File: config.mk
export PLATFORM = sky130hd
export DESIGN_NAME = mult_control
export DESIGN_NICKNAME = d
export VERILOG_FILES = /design/src/rtl/mult_pkg.sv /design/src/rtl/mult_control.sv
export SDC_FILE = /design/constraint.sdc
export NUM_CORES = 1
export LEC_CHECK = 0
export BUFFER_PORTS_ARGS = -buffer_cell sky130_fd_sc_hd__clkbuf_2
export CORE_UTILIZATION = 30
export CTS_CLUSTER_DIAMETER = 150
export DETAILED_ROUTE_END_ITERATION = 12
export GPL_ROUTABILITY_DRIVEN = 0
export HOLD_SLACK_MARGIN = 0.15
export PLACE_DENSITY = 0.65
export SLEW_MARGIN = 20
export SYNTH_ARGS = -nofsm -noshare
export SYNTH_HDL_FRONTEND = slang
export SYNTH_SLANG_ARGS = --single-unit
File: constraint.sdc
create_clock -name clk_i -period 1.3 [get_ports clk_i]
set_clock_uncertainty 0.2 [all_clocks]
set_input_delay 0.26 -clock clk_i [delete_from_list [all_inputs] [get_ports clk_i]]
set_output_delay 0.26 -clock clk_i [all_outputs]
set_load 0.05 [all_outputs]
File: src/rtl/mult_pkg.sv
// Shared types and constants for the sequential shift-add multiplier controller.
package mult_pkg;

    localparam int MULT_W = 4;

    typedef enum logic [2:0] {
        IDLE   = 3'd0,
        LOAD   = 3'd1,
        SETTLE = 3'd2,
        TEST   = 3'd3,
        ADD    = 3'd4,
        SHIFT  = 3'd5,
        DONE   = 3'd6
    } mult_state_t;

endpackage

File: src/rtl/mult_control.sv
// Moore controller for the N-bit shift-add multiplier data path.
// Drives every enable and mux select of the data path and runs the go/done handshake.
//   state  | meaning
//   IDLE   | waiting for go
//   LOAD   | load a_in/b_in, clear p, clear iteration count
//   SETTLE | wait one clock for the registered zero flag to follow b
//   TEST   | choose DONE, ADD or SHIFT
//   ADD    | p <= p + a
//   SHIFT  | a <<= 1, b >>= 1, count one iteration
//   DONE   | product valid; held until go drops
module mult_control
    import mult_pkg::*;
#(
    parameter int N = MULT_W
) (
    input  logic clk_i,
    input  logic clr_i,
    input  logic go_i,
    input  logic zero_i,
    input  logic lsb_b_i,
    output logic en_a_o,
    output logic ld_shift_a_o,
    output logic en_b_o,
    output logic ld_shift_b_o,
    output logic en_p_o,
    output logic ld_add_p_o,
    output logic busy_o,
    output logic done_o
);

    localparam int CW = $clog2(N + 1);

    mult_state_t   state_q, state_d;
    logic [CW-1:0] cnt_q, cnt_d;

    always_ff @(posedge clk_i or posedge clr_i) begin
        if (clr_i) begin
            state_q <= IDLE;
            cnt_q   <= '0;
        end else begin
            state_q <= state_d;
            cnt_q   <= cnt_d;
        end
    end

    always_comb begin
        state_d = state_q;
        cnt_d   = cnt_q;
        case (state_q)
            IDLE:   if (go_i) state_d = LOAD;
            LOAD: begin
                cnt_d   = '0;
                state_d = SETTLE;
            end
            SETTLE: state_d = TEST;
            // The count limit only guards against a data path whose zero flag never rises.
            TEST: begin
                if (zero_i || (cnt_q == CW'(N))) state_d = DONE;
                else if (lsb_b_i)                state_d = ADD;
                else                             state_d = SHIFT;
            end
            ADD:    state_d = SHIFT;
            SHIFT: begin
                if (cnt_q != CW'(N)) cnt_d = cnt_q + CW'(1);
                state_d = SETTLE;
            end
            DONE:   if (!go_i) state_d = IDLE;
            default: state_d = IDLE;
        endcase
    end

    always_comb begin
        en_a_o       = 1'b0;
        ld_shift_a_o = 1'b0;
        en_b_o       = 1'b0;
        ld_shift_b_o = 1'b0;
        en_p_o       = 1'b0;
        ld_add_p_o   = 1'b0;
        busy_o       = 1'b0;
        done_o       = 1'b0;
        case (state_q)
            LOAD: begin
                en_a_o = 1'b1;
                en_b_o = 1'b1;
                en_p_o = 1'b1;
                busy_o = 1'b1;
            end
            SETTLE, TEST: busy_o = 1'b1;
            ADD: begin
                en_p_o     = 1'b1;
                ld_add_p_o = 1'b1;
                busy_o     = 1'b1;
            end
            SHIFT: begin
                en_a_o       = 1'b1;
                ld_shift_a_o = 1'b1;
                en_b_o       = 1'b1;
                ld_shift_b_o = 1'b1;
                busy_o       = 1'b1;
            end
            DONE:    done_o = 1'b1;
            default: ;
        endcase
    end

endmodule
# After elaboration in Yosys (flattened, before gate mapping)
# Index checks and enable logic that the tools add are counted.
dict set report totals {
  output_inout_bits 8
  in_bits 5
  elab_cells 35
  ff_bits 6
}
dict set report op_classes {
  reduce_logical 8
  eq_ne 11
  mux 13
  n_addsub 1
}
# operator count
set op_table {}
lappend op_table {{$pmux 3 s6} 1}
lappend op_table {{$eq 3x3->1 const B} 4}
lappend op_table {{$mux 3} 3}
lappend op_table {{$mux 1} 7}
lappend op_table {{$eq 3x2->1 const B} 2}
lappend op_table {{$ne 2x2->1 const B} 3}
lappend op_table {{$pmux 3 s2} 1}
lappend op_table {{$reduce_or 5->1} 1}
lappend op_table {{$reduce_and 2->1} 2}
lappend op_table {{$reduce_or 2->1} 2}
lappend op_table {{$add 3x1->3 const B} 1}
lappend op_table {{$eq 3x1->1 const B} 1}
lappend op_table {{$logic_not 3->1} 1}
lappend op_table {{$ne 3x3->1 const B} 1}
lappend op_table {{$mux 2} 1}
lappend op_table {{$reduce_bool 2->1} 1}
lappend op_table {{$logic_or 1x1->1} 1}

# Logic depth before layout (Yosys ltp)
dict set report depth {
  word_depth 4
  ltp_mapped 5
  ltp_nobuf 5
}

# Worst setup path before layout
# OpenSTA, ideal clock, no wires.
dict set report synth_path {
  path_type {register to output}
  startpoint {reg state_q[1]}
  endpoint {out done_o}
  n_path_buf 1
  stages_incl_launch_ff 4
  t_arrival_ns 1.656
  slack_ns -0.816
  path_cell_list {dfrtp_1 buf_2 inv_1 nor3_1}
}
dict set report synth_via {
  elab_chain_cells 2
}
# item line
set synth_rtl {}
lappend synth_rtl {{from (decl)} mult_control.sv:33} ;# mult_state_t state_q, state_d;
lappend synth_rtl {{from (signal assigned)} mult_control.sv:41} ;# state_q <= state_d;
lappend synth_rtl {{$eq 3x3->1} mult_control.sv:81} ;# case (state_q)
lappend synth_rtl {{$mux 1} mult_control.sv:81}
lappend synth_rtl {{to (decl)} mult_control.sv:28} ;# output logic done_o
# Every way passes these cells.

# Final worst setup path
dict set report layout_path {
  startpoint {reg state_q[0]}
  endpoint {out done_o}
}
# Same word-level chain as after synthesis.

==> metrics <==
num rows=13; post-synthesis compound-gate area fraction=0.220; Tmin final=between 1500 and 2000 ps; Root Driver=clkbuf_4; Post-Syn Area=415 µm²; post-route ant nets=0; Simple-Gate Fraction of Synth Area=0.199; fmax=0.605 GHz; WP data required=840 ps; DP HPWL=735 µm; CP arrival=roughly 1200 ps; first-pass GRT wire length=1780 µm; Final Max Tran Viols=0; Reg-to-Reg Start=state_q[0]; Ports=13; Mapped Nets=between 50 and 60; DRC viols=0; combinational family with the most area after synthesis=compound AO/OA/AOI/OAI gates; Synth Warn #=0; DRT Wirelength=1210 µm; RSZ-0062 raised after global routing=yes; crit-path max FO=5; Seq cells post-synth=6; Syn Area/Cell=8.15 µm²; outcome=finished, violations left; final worst slack=-354 ps; routed vias/inst=4.73; P_leak=roughly 0.4 nW; chip width=39.2 µm; Crit. Startpoint=state_q[0]; clock sinks=6; Die Ht=39.2 µm; pwr dens=about 2800 mW/mm²; GRT Total Usage=0.178; Clock Latency Late Sink=240 ps; Final Setup Violations=11; Core Area=0.00130 mm²; Min-Delay Path Class=in -> reg; TritonCTS Buffers=3; CTS tree=done; Post-Synth XOR/XNOR Area=0; Area growth, synth to finish=108%; setup TNS=-2900 ps; R2R Setup Slk=-180 ps; drt first pass iters=4; CP Launch Type=register; cell count after synthesis=51; Post-Layout Cell Count=95; n_diodes=0; initial antenna violation count=0; sequential area share after synthesis=0.361; total power=around 0.0024 W; port bufs=12; crit path kind=reg -> out; share of layout cells above drive strength 1=0.638; failing checks=negative setup slack; Worst Tran Pin Value=about 220 ps; wire length per cell=about 13 µm; Final Hold Vio Count=0; vias in the first global route=432; CTS clk-pin slew, worst paths=40 ps; maxcap violations=0; hold path start=go_i; initial DRC count=8; Peak VDD IR=about 0.0012 V; Worst setup EP type=output port; largest net degree at the start of global routing=9; distinct cell type count after synthesis=21; multiplexer share of the synthesized area=0; GRT overflow=0; Total Nets Final=slightly below 90; Vias=~450; die area=0.00154 mm²; Final period util=1.27; Relative slew margins=0.853; Starting Density=0.319; Max H-tree Level=1; post-layout util=0.663; Post-Synth Adder-Cell Area=0.0602; Placed Cells=84; clk buf depth=2
## per-layer routing
layer	up-vias	share of wire	track usage
met3	0	0.011	0.0173
met5	-	0	0
met4	0	0	0.0776
met2	5	0.52	0.296
li1	229	-	-
met1	215	0.47	0.231
## layout make-up
cell class	count	area, µm²
Clock buffer	3	22.5
Fill cell	100	439
Inverter	6	25.0
Multi-Input combinational cell	33	307
Sequential cell	6	153
Tap cell	15	18.8
Timing Repair Buffer	32	337
## flip-flops by register name, summed over array words and instances (netlist names)
signal   count
cnt_q        3
state_q      3
## worst paths after layout
| kind | end | cells past startpoint |
|---|---|---|
| worst max-delay path | done_o | 3 |
| worst min-delay path | state_q[0] | 3 |
| worst max register to register | cnt_q[0] | 5 |
| worst min register to register | cnt_q[2] | 2 |
| max in group asynchronous | state_q[2] | 3 |
| min in group asynchronous | state_q[0] | 3 |
## what timing repair did
| item | CTS | global route |
|---|---|---|
| endpoints found under the hold margin | 8 | 0 |
| buffers inserted | 4 | 2 |
| setup endpoints to repair | 12 | 13 |
| cloned | 0 | 0 |
| resized for setup | 32 | 10 |
| hold buffers | 3 | 0 |
| pin swaps | 10 | 3 |
## synth_stat cells (all sizes together)
cell	n	share of area
a21oi	5	0.060
a22oi	1	0.018
nor3	2	0.024
ha	2	0.060
inv	6	0.054
and3	1	0.015
nor2b	1	0.033
nor2	3	0.027
nand2b	2	0.030
a31o	1	0.021
and2	1	0.015
a41o	1	0.024
dfrtp	6	0.36
o21ai	3	0.036
a31oi	1	0.015
buf	6	0.11
nand2	6	0.054
o22ai	3	0.045
## cells in the final DEF, fill, tap and decap left out, types with 2 or more instances in the layout
master	synthesis	final
a21oi_1	5	2
dfrtp_2	0	2
buf_6	1	5
clkbuf_16	0	2
clkbuf_4	0	3
inv_2	0	2
clkbuf_2	0	4
a21oi_4	0	2
inv_1	6	3
nor2_1	3	2
buf_8	0	6
dlygate4sd3_1	0	3
nand2_1	6	5
o21ai_0	2	2
buf_4	3	12
o22ai_2	0	2
dfrtp_1	6	4
## metrics by stage
step | instance area [µm²] | hold slack [ps] | worst slack (ps)
4_1_cts | 826 | 148 | -358
2_1_floorplan | 498 | -149 | -348
3_5_place_dp | 591 | -41.2 | -255
5_1_grt | 862 | 168 | -400
6_report | 862 | 147 | -354
3_3_place_gp | 591 | -47.2 | -237
## cells by family after synthesis
kind of cell,after synthesis
AND/OR/NAND/NOR,16
AO/OA/AOI/OAI,15
buffers and inverters,12
flip-flops,6
adder cells (fa/ha/maj),2
## critical path: stages (launching register included)
cell	delay (ps)
dfrtp_1	410
buf_4	180
nor3_4	190
buf_8	170
## where the power goes
part / internal [W] / switching, W
clock network: 0.000104 / 0.0000575
logic: 0.000947 / 0.000934
registers: 0.000273 / 0.000126
total: 0.00132 / 0.00112
No activity file was read; power rests on OpenSTA's default activity.
